File: src/rtl/pc_sequencer_if.sv
// rtl/pc_sequencer_if.sv - fetch-control bundle between the pipeline control logic and the next-PC sequencer
interface pc_sequencer_if #(
   parameter int N = 16
);
   localparam int PW = N - 3;

   logic          start;
   logic          stall;
   logic          halt;
   logic          branch_taken;
   logic [PW-1:0] branch_target;
   logic          jump;
   logic [PW-1:0] jump_target;
   logic [PW-1:0] pc;
   logic          pc_valid;
   logic          flush_ifid;
   logic          flush_idex;
   logic          running;

   modport master (
      output start, stall, halt, branch_taken, branch_target, jump, jump_target,
      input  pc, pc_valid, flush_ifid, flush_idex, running
   );

   modport slave (
      input  start, stall, halt, branch_taken, branch_target, jump, jump_target,
      output pc, pc_valid, flush_ifid, flush_idex, running
   );
endinterface

File: src/rtl/pc_sequencer.sv
// rtl/pc_sequencer.sv - next-PC controller: owns the PC and sequences start, fetch, stall, redirect and halt
module pc_sequencer #(
   parameter int N         = 16,
   parameter int RESET_VEC = 0
) (
   input  logic           clk,
   input  logic           reset,
   pc_sequencer_if.slave  bus
);
   localparam int PW = N - 3;
   localparam logic [PW-1:0] RESET_PC = PW'(RESET_VEC);

   typedef enum logic [1:0] {
      S_IDLE = 2'd0,
      S_RUN  = 2'd1,
      S_HALT = 2'd2
   } state_t;

   state_t        state_q, state_d;
   logic [PW-1:0] pc_q, pc_d;
   logic          pc_valid_q, pc_valid_d;
   logic          running_q, running_d;
   logic          flush_ifid, flush_idex;

   always_comb begin
      state_d    = state_q;
      pc_d       = pc_q;
      pc_valid_d = pc_valid_q;
      running_d  = running_q;
      flush_ifid = 1'b0;
      flush_idex = 1'b0;
      case (state_q)
         S_IDLE: begin
            pc_valid_d = 1'b0;
            running_d  = 1'b0;
            if (bus.start) begin
               state_d    = S_RUN;
               pc_d       = RESET_PC;
               pc_valid_d = 1'b1;
               running_d  = 1'b1;
            end
         end
         S_RUN: begin
            pc_valid_d = 1'b1;
            running_d  = 1'b1;
            // EX branch outranks everything younger: ID jump/halt and stall are wrong-path
            if (bus.branch_taken) begin
               pc_d       = bus.branch_target;
               flush_ifid = 1'b1;
               flush_idex = 1'b1;
            end else if (bus.jump) begin
               pc_d       = bus.jump_target;
               flush_ifid = 1'b1;
            end else if (bus.halt) begin
               state_d    = S_HALT;
               pc_valid_d = 1'b0;
               running_d  = 1'b0;
               flush_ifid = 1'b1;
            end else if (!bus.stall) begin
               pc_d = pc_q + PW'(1);
            end
         end
         S_HALT: begin
            pc_valid_d = 1'b0;
            running_d  = 1'b0;
            // resume at the held PC, which already points past the halt instruction
            if (bus.start) begin
               state_d    = S_RUN;
               pc_valid_d = 1'b1;
               running_d  = 1'b1;
            end
         end
         default: begin
            state_d    = S_IDLE;
            pc_valid_d = 1'b0;
            running_d  = 1'b0;
         end
      endcase
   end

   always_ff @(posedge clk or negedge reset) begin
      if (!reset) begin
         state_q    <= S_IDLE;
         pc_q       <= RESET_PC;
         pc_valid_q <= 1'b0;
         running_q  <= 1'b0;
      end else begin
         state_q    <= state_d;
         pc_q       <= pc_d;
         pc_valid_q <= pc_valid_d;
         running_q  <= running_d;
      end
   end

   assign bus.pc         = pc_q;
   assign bus.pc_valid   = pc_valid_q;
   assign bus.running    = running_q;
   assign bus.flush_ifid = flush_ifid;
   assign bus.flush_idex = flush_idex;
endmodule

File: src/flat_wrapper.sv
// flat-port wrapper written by rule: the top's interface ports become plain ports
module pc_sequencer_flat 
#(
   parameter int N         = 16,
   parameter int RESET_VEC = 0
)
  (clk, reset, bus_start, bus_stall, bus_halt, bus_branch_taken, bus_branch_target, bus_jump, bus_jump_target, bus_pc, bus_pc_valid, bus_flush_ifid, bus_flush_idex, bus_running);
  pc_sequencer_if #(.N(N)) bus_i ();
  input  logic clk;
  input  logic reset;
  input wire logic [$bits(bus_i.start)-1:0] bus_start;
  input wire logic [$bits(bus_i.stall)-1:0] bus_stall;
  input wire logic [$bits(bus_i.halt)-1:0] bus_halt;
  input wire logic [$bits(bus_i.branch_taken)-1:0] bus_branch_taken;
  input wire logic [$bits(bus_i.branch_target)-1:0] bus_branch_target;
  input wire logic [$bits(bus_i.jump)-1:0] bus_jump;
  input wire logic [$bits(bus_i.jump_target)-1:0] bus_jump_target;
  output wire logic [$bits(bus_i.pc)-1:0] bus_pc;
  output wire logic [$bits(bus_i.pc_valid)-1:0] bus_pc_valid;
  output wire logic [$bits(bus_i.flush_ifid)-1:0] bus_flush_ifid;
  output wire logic [$bits(bus_i.flush_idex)-1:0] bus_flush_idex;
  output wire logic [$bits(bus_i.running)-1:0] bus_running;
  assign bus_i.start = bus_start;
  assign bus_i.stall = bus_stall;
  assign bus_i.halt = bus_halt;
  assign bus_i.branch_taken = bus_branch_taken;
  assign bus_i.branch_target = bus_branch_target;
  assign bus_i.jump = bus_jump;
  assign bus_i.jump_target = bus_jump_target;
  assign bus_pc = bus_i.pc;
  assign bus_pc_valid = bus_i.pc_valid;
  assign bus_flush_ifid = bus_i.flush_ifid;
  assign bus_flush_idex = bus_i.flush_idex;
  assign bus_running = bus_i.running;
  pc_sequencer #(.N(N), .RESET_VEC(RESET_VEC)) u_core (.clk(clk), .reset(reset), .bus(bus_i));
endmodule
File: config.mk
export PLATFORM = sky130hd
export DESIGN_NAME = pc_sequencer_flat
export DESIGN_NICKNAME = d
export VERILOG_FILES = /design/src/rtl/pc_sequencer_if.sv /design/src/rtl/pc_sequencer.sv /design/src/flat_wrapper.sv
export SDC_FILE = /design/constraint.sdc
export NUM_CORES = 1
export LEC_CHECK = 0
export BUFFER_PORTS_ARGS = -buffer_cell sky130_fd_sc_hd__clkbuf_2
export CAP_MARGIN = 5
export CORE_MARGIN = 2
export CORE_UTILIZATION = 51
export DETAILED_ROUTE_END_ITERATION = 8
export PLACE_DENSITY_LB_ADDON = 0.3
export SYNTH_ARGS = -nofsm -noshare
export SYNTH_HDL_FRONTEND = slang
export SYNTH_SLANG_ARGS = --single-unit
File: constraint.sdc
create_clock -name clk -period 3.6 [get_ports clk]
set_input_delay 0.54 -clock clk [delete_from_list [all_inputs] [get_ports clk]]
set_output_delay 0.54 -clock clk [all_outputs]
set_load 0.02 [all_outputs]
==> results.txt, run 1 <==
----------------------------------------------------
[Worst setup path]
  Worst setup path class ... input port to output port
  Delay of the slowest critical-path stage ... between 0.3 and 0.4 ns
  Kind of end point of the critical path ... output port
  Setup slack of the most critical reg-to-reg path ... 1.76 ns
  CP arrival ... 1.55 ns
  Maximum net fanout on the critical path ... 20
  Required time of the worst setup path ... 3.06 ns
  Cell class contributing the biggest share of worst-path delay ... simple AND/OR/NAND/NOR gates
  Crit path launch type ... input port
  Cell count of the worst reg-to-reg path ... 5
  Instance count on the critical path ... 5
  Slowest cell on the critical path ... or2_1
  Worst reg2reg path startpoint ... u_core.bus.pc[0]
  Beginning of the critical path ... bus_jump
  Critical path buffers and inverters ... 2
  Crit-path cells ... clkbuf_2 > or2_1 > nor2_1 > nor2_1 > clkbuf_2

[Job]
  Max-cap viol count ... 0

[Clock network]
  Maximum count of clock buffers along a single path ... 2
  Count of cells resized by post-cts repair ... 0
  Clock Pin Slew Worst Setup and Hold Paths ... 0.09 ns
  Later-pin clock latency in the skew report ... 0.28 ns
  Clock sinks ... 16
  Clock Root Buffer ... clkbuf_4
  Clock tree from TritonCTS ... built
  Number of buffers added by the clock tree synthesis step ... 3
  Buffers inserted during post-CTS setup optimization ... 0
  Hold_buf cts ... 0
  Maximum level of the CTS H-tree ... 1

[Power and ir drop]
  Part of the power in registers ... 37.8%
  P_sw ... 0.504 mW
  PD cells ... between 700 and 800 nW/um^2
  Proportion of power drawn by the clock network ... a little under a tenth
  Leakage ... 0.686 nW
  Maximum VDD drop ... approximately 430 uV
  Internal power contribution ... 0.507 mW
  Part of the total power dissipated in combinational logic ... 52.7%
  Switching power share of the total ... 49.8%

[Run status]
  Result of the run ... complete, no violations

[Timing]
  Pins Over Slew Limit ... 0
  Final Hold Vio Count ... 0
  Max transition margin ... 55.4%
  Number of setup violations in the final report ... 0
  Worst Skew ... 0.000640 ns
  Total negative slack for setup checks ... 0 ns
  Final clock period utilization by the worst path ... between 50% and 60%
  Slew @ Worst Pin ... 0.669 ns
  Fmax ... 0.479 GHz
  Min cycle time layout ... 2.09 ns
  Setup repair after global routing missed its margin ... false

[Global routing]
  Congestion Overflow GR ... 0
  Global router's overall resource usage ... roughly 26%
  Global-route wire length before repair ... 5.19 mm
  Initial antenna violation count ... 0
  Via count of the first global-routing pass ... between 1000 and 1500
  Maximum number of pins on one net before global-route repair ... 21

[Floorplanning]
  Die span in x ... 51.9 um
  Initial Util ... 53.4%
  Die Outline Area ... ~2700 um^2
  Number of primary I/O pins ... 50
  Number of placement rows ... 17
  Die extent in y ... a little over 50 um
  Core Box Area ... between 2000 and 2500 um^2

[Synthesis]
  Nets in the synthesized netlist ... 173
  Library cell with the highest instance count after synthesis ... dfrtp_1
  Number of instances in the synthesized netlist ... about 140
  Yosys warnings ... 0
  Most used flip-flop cell after synthesis ... dfrtp_1
  Post-Syn Area ... 1170 um^2
  FFs w/ async S/R, synth ... between 90% and 100%
  Sequential share of the synthesized area ... between 30% and 40%
  Biggest area contributors in the synthesized netlist ... dfrtp_1 34%, nor2_1 3.9%, o22ai_1 3.7%
  Average cell area after synthesis ... 8.42 um^2
  Number of distinct library cell variants in the gate-level netlist after synthesis ... 51
  Share of the synthesized area in the top cell type ... between 30% and 40%
  Post-synthesis sequential element count ... 16
  Post-synth EDFFs ... 0
  Cell type with the highest aggregate area in the netlist ... dfrtp_1
  Top cell types by occurrence after synthesis ... 16 x dfrtp_1, 12 x nor2_1, 11 x nand2_1

[Route]
  DRT iter0 DRCs ... 52
  Total DRC errors in the routed layout ... 0
  Total via count after detailed routing ... 1302
  Remaining number of nets flagged by the antenna check after routing ... 0
  Final wirelength ... 3.30 mm
  Detail Route met2 WL ... about 1.7 mm
  Met1 WL ... 1.41 mm
  Vias per inst ... a little over 6
  Average wire length per cell after detail routing ... 15.6 um
  Highest Signal Layer ... met4
  Detailed route wirelength on metal3 ... 211 um
  First drt pass iteration count ... 4

[Cells and area]
  Non-filler instance count after layout ... approximately 210
  Ratio of cells with drive above 1 in the final layout ... 32.2%
  Ant diodes ... 0
  Layout fillers ... 196
  Sequential cell area ... 400 um^2
  Multi-input gate area ... between 700 and 800 um^2
  Number of nets in the layout ... 219
  Signed area change from the synthesized netlist to the final layout ... 22.2%

[Placed design]
  Last weighted congestion value of the routability-driven placer ... 0.915
  Detailed-placement wirelength estimate ... approximately 2.5 mm
  Number of buffers added on ports ... 49
  Number of placed instances with taps included ... 208

[Worst hold path]
  Worst hold-check path type ... input port to async pin

----------------------------------------------------
[state kept, by name, indices dropped and copies added, names as in the netlist]
name                 cells
u_core.bus.pc           13
u_core.bus.pc_valid      1
u_core.state_q           2
[power by group through the flow]
stage | logic (mW) | registers, mW | clock network, mW
2_1_floorplan | 0.308 | 0.435 | 0
3_3_place_gp | 0.522 | 0.376 | 0
3_5_place_dp | 0.533 | 0.381 | 0
4_1_cts | 0.535 | 0.378 | 0.0984
5_1_grt | 0.585 | 0.397 | 0.104
6_report | 0.534 | 0.382 | 0.0957
[cell usage in the layout, fill, tap and decap left out, drive strengths merged, types with 2 or more instances in the layout]
master  instances
nor2           14
a21o            2
and2            2
inv             5
or2             2
and3            3
nand2          11
nor4            2
o31a            2
dfrtp          16
clkbuf         52
a22o            5
o31ai           5
a21oi           5
o22ai           7
a22oi           2
nand3           3
nand2b          4
o41ai           2
nor3b           2
o21ai          10
nand4           2
nor3            3
o32ai           2
nor2b           2
mux2i           2
[logic make-up after synthesis]
family	count (synthesis)	synth area share [%]
compound gates	53	33.3
simple gates	53	23.7
flops	16	34.2
buf+inv	13	5.24
mux	2	1.71
xor+xnor	1	0.749
fa+ha+maj	1	1.07
[final cells by class]
class / instances / share of cell area (%)
Clock buffer: 3 / 1.57
Inverter: 5 / 1.31
Multi-Input combinational cell: 110 / 49.5
Sequential cell: 16 / 28.0
Tap cell: 28 / 2.45
Timing Repair Buffer: 49 / 17.1
[metrics by stage]
| stage | power (mW) | instance area, um^2 | worst slack [ns] | util, % | hold slack (ns) |
|---|---|---|---|---|---|
| 3_5_place_dp | 0.914 | 1410 | 1.38 | 64.2 | 0.496 |
| 4_1_cts | 1.01 | 1430 | 1.51 | 65.3 | 0.182 |
| 6_report | 1.01 | 1430 | 1.51 | 65.3 | 0.177 |
| 5_1_grt | 1.09 | 1430 | 1.44 | 65.3 | 0.198 |
| 3_3_place_gp | 0.898 | 1410 | 1.44 | 64.2 | 0.484 |
| 2_1_floorplan | 0.743 | 1170 | 1.81 | - | 0.244 |
[path summary, 6_finish.rpt]
kind	to
worst max-delay path	bus_flush_ifid
worst min register to register	u_core.bus.pc[12]
worst min-delay path	u_core.bus.pc[0]
worst max register to register	u_core.bus.pc[10]
min in group clk	u_core.bus.pc[1]
max in group asynchronous	u_core.bus.pc[10]
[worst reg2reg max path, delay by kind of cell (launching register included)]
family                     cells  cell delay, ns
and+or+nand+nor                2            0.46
DFF                            1            0.45
AOI/OAI and AO/OA              2            0.55
adders and majority gates      1            0.27
[layer usage]
metal / up-vias / global-route usage [%]
met3: 2 / 2.59
met5: - / 0
met2: 58 / 42.8
met1: 620 / 35.6
li1: 622 / -
met4: 0 / 6.58
Note: power is estimated with default switching activity, not from simulation.
==> run 2: changes to the inputs <==
Settings changed: ABC_AREA set to 1, CORE_UTILIZATION 51 to 48.
Clock period 3.6 ns to 2 ns, I/O delays scaled along.
==> results.txt, run 2 <==
----------------------------------------------------
[Timing]
  Smallest hold slack ... 0.282 ns
  Pins Over Slew Limit ... 0
  Slew @ Worst Pin ... 0.426 ns
  Worst Skew ... between 0.01 and 0.015 ns
  Max transition margin ... 71.6%
  Number of setup violations in the final report ... 0
  Fmax ... 0.655 GHz
  Total negative slack for setup checks ... 0 ns
  Final clock period utilization by the worst path ... 76.4%
  Min cycle time layout ... 1.53 ns
  Final Hold Vio Count ... 0
  Setup repair after global routing missed its margin ... false

[Floorplanning]
  Number of placement rows ... 18
  Die extent in y ... about 55 um
  Die span in x ... 54.9 um
  Initial Util ... 50.3%
  Die Outline Area ... 3020 um^2
  Number of primary I/O pins ... 50
  Core Box Area ... roughly 2500 um^2

[Worst setup path]
  Critical path buffers and inverters ... 2
  Delay of the slowest critical-path stage ... 0.41 ns
  Cell class contributing the biggest share of worst-path delay ... flip-flops
  Crit-path cells ... inv_1 > nand2_2 > a31oi_1 > clkbuf_2
  Crit path launch type ... register
  Worst setup path class ... register to output port
  CP arrival ... 1.23 ns
  Maximum net fanout on the critical path ... 4
  Slowest cell on the critical path ... dfrtp_1
  Kind of end point of the critical path ... output port
  Required time of the worst setup path ... 1.70 ns

[Cells and area]
  Layout fillers ... 272
  Number of nets in the layout ... approximately 280
  Ratio of cells with drive above 1 in the final layout ... 31.7%
  Flip-flop count of the largest register after layout ... 13
  Commonest cells after routing, fill and taps aside ... 63 x nand2_1, 49 x clkbuf_2, 25 x nor2_1, 16 x dfrtp_1, 14 x a21oi_1
  Multi-input gate area ... 744 um^2
  Sequential cell area ... 400 um^2
  Final core utilization ... 62.2%
  Non-filler instance count after layout ... 270
  Ant diodes ... 0
  Signed area change from the synthesized netlist to the final layout ... 23.8%
  Most common cell after layout, fill and taps aside ... nand2_1

[Job]
  Max-cap viol count ... 0

[Synthesis]
  Number of distinct library cell variants in the gate-level netlist after synthesis ... 27
  Library cell with the highest instance count after synthesis ... nand2_1
  Yosys warnings ... 0
  Post-synth EDFFs ... 0
  Share of the synthesized area in the top cell type ... around a third
  Cell type with the highest aggregate area in the netlist ... dfrtp_1
  Top cell types by occurrence after synthesis ... 63 x nand2_1, 25 x nor2_1, 16 x dfrtp_1
  Nets in the synthesized netlist ... approximately 230
  Post-Syn Area ... 1240 um^2
  Biggest area contributors in the synthesized netlist ... dfrtp_1 32%, nand2_1 19%, nor2_1 7.5%
  Most used flip-flop cell after synthesis ... dfrtp_1
  Post-synthesis sequential element count ... 16
  Sequential share of the synthesized area ... between 30% and 40%
  Average cell area after synthesis ... 6.48 um^2
  FFs w/ async S/R, synth ... 100%
  Number of instances in the synthesized netlist ... 192

[Global routing]
  Global router's overall resource usage ... 23.9%
  Maximum number of pins on one net before global-route repair ... 17
  Initial antenna violation count ... 0
  Global-route wire length before repair ... 5.12 mm
  Via count of the first global-routing pass ... about 1200
  Congestion Overflow GR ... 0

[Route]
  Vias per inst ... 5.14
  First drt pass iteration count ... 4
  Final wirelength ... 3.27 mm
  DRT iter0 DRCs ... 22
  Average wire length per cell after detail routing ... 12.1 um
  Total DRC errors in the routed layout ... 0
  Remaining number of nets flagged by the antenna check after routing ... 0
  Total via count after detailed routing ... about 1400

[Placed design]
  Number of buffers added on ports ... 49
  Detailed-placement wirelength estimate ... between 2 and 2.5 mm
  Number of placed instances with taps included ... 265
  Last weighted congestion value of the routability-driven placer ... roughly 0.84

[Clock network]
  Buffers inserted during post-CTS setup optimization ... 0
  Maximum level of the CTS H-tree ... 1
  Maximum count of clock buffers along a single path ... 2
  Clock sinks ... 16
  Clock Root Buffer ... clkbuf_4
  Later-pin clock latency in the skew report ... roughly 0.30 ns
  Clock Pin Slew Worst Setup and Hold Paths ... 0.10 ns
  Clock tree from TritonCTS ... built
  Number of buffers added by the clock tree synthesis step ... 3

[Power and ir drop]
  P_sw ... 0.967 mW
  Switching power share of the total ... 51.2%
  Internal power contribution ... 0.923 mW
  Part of the power in registers ... 34.1%
  Part of the total power dissipated in combinational logic ... 53.6%
  Proportion of power drawn by the clock network ... 12.2%
  PD cells ... 1230 nW/um^2
  Leakage ... approximately 0.81 nW
  Maximum VDD drop ... approximately 1100 uV

[Run status]
  Result of the run ... complete, no violations

[Worst hold path]
  Worst hold-check path type ... input port to register

----------------------------------------------------
-- run 2: power groups by stage --
stage	sequential, mW	combinational, mW	clock, mW
2_1_floorplan	0.770	0.615	0
3_3_place_gp	0.644	1.01	0
3_5_place_dp	0.649	1.02	0
4_1_cts	0.643	1.02	0.237
5_1_grt	0.667	1.14	0.253
6_report	0.645	1.01	0.231
-- run 2: per-layer routing --
layer	share of wire, %	global-route usage [%]	up-vias
li1	-	-	710
met1	43	27.4	631
met2	51	45.4	42
met3	5.8	5.11	4
met4	0.64	4.47	0
met5	0	0	-
-- run 2: cell families after synthesis --
family	count (synthesis)	share of synthesized area (%)
muxes	1	0.804
AOI/OAI and AO/OA	32	15.0
xor gates and xnor gates	2	1.41
and+or+nand+nor	118	41.6
DFF	16	32.2
adders and majority gates	1	1.00
buffers and inverters	22	8.04
-- run 2: worst min-delay path, stage by stage --
cell	delay, ns
clkbuf_2	0.07
nor2_1	0.05
a21oi_1	0.11
-- run 2: repair_timing --
action                                  in CTS  in global routing
resized for setup                            0                  0
endpoints found under the hold margin       16                  0
hold buffers                                 1                  0
endpoints found under the setup margin       0                  0
-- run 2: cell type report --
type                            instances  share of cell area [%]
Inverter                               14                    3.41
Sequential cell                        16                    26.0
Timing Repair Buffer                   52                    17.5
Multi-Input combinational cell        154                    48.3
Clock buffer                            4                    2.35
Tap cell                               30                    2.44
-- run 2: worst paths after layout --
path	from	end	slack (ns)	cells after the start
min in group asynchronous	reset	u_core.bus.pc[5]	0.45	2
setup / recovery	u_core.state_q[1]	bus_flush_ifid	0.47	4
hold / removal	bus_start	u_core.bus.pc_valid	0.28	3
hold reg to reg	u_core.state_q[0]	u_core.bus.pc_valid	0.52	1
max in group asynchronous	reset	u_core.state_q[1]	1.25	2
setup reg to reg	u_core.bus.pc[0]	u_core.bus.pc[12]	0.61	8
-- run 2: metrics by stage --
step / setup slack [ns] / cell area [um^2] / power, mW
floorplan: 0.610 / 1240 / 1.38
finish: 0.473 / 1540 / 1.89
detailed placement: 0.497 / 1500 / 1.67
global route: 0.406 / 1540 / 2.06
CTS: 0.462 / 1540 / 1.90
global placement: 0.558 / 1500 / 1.66
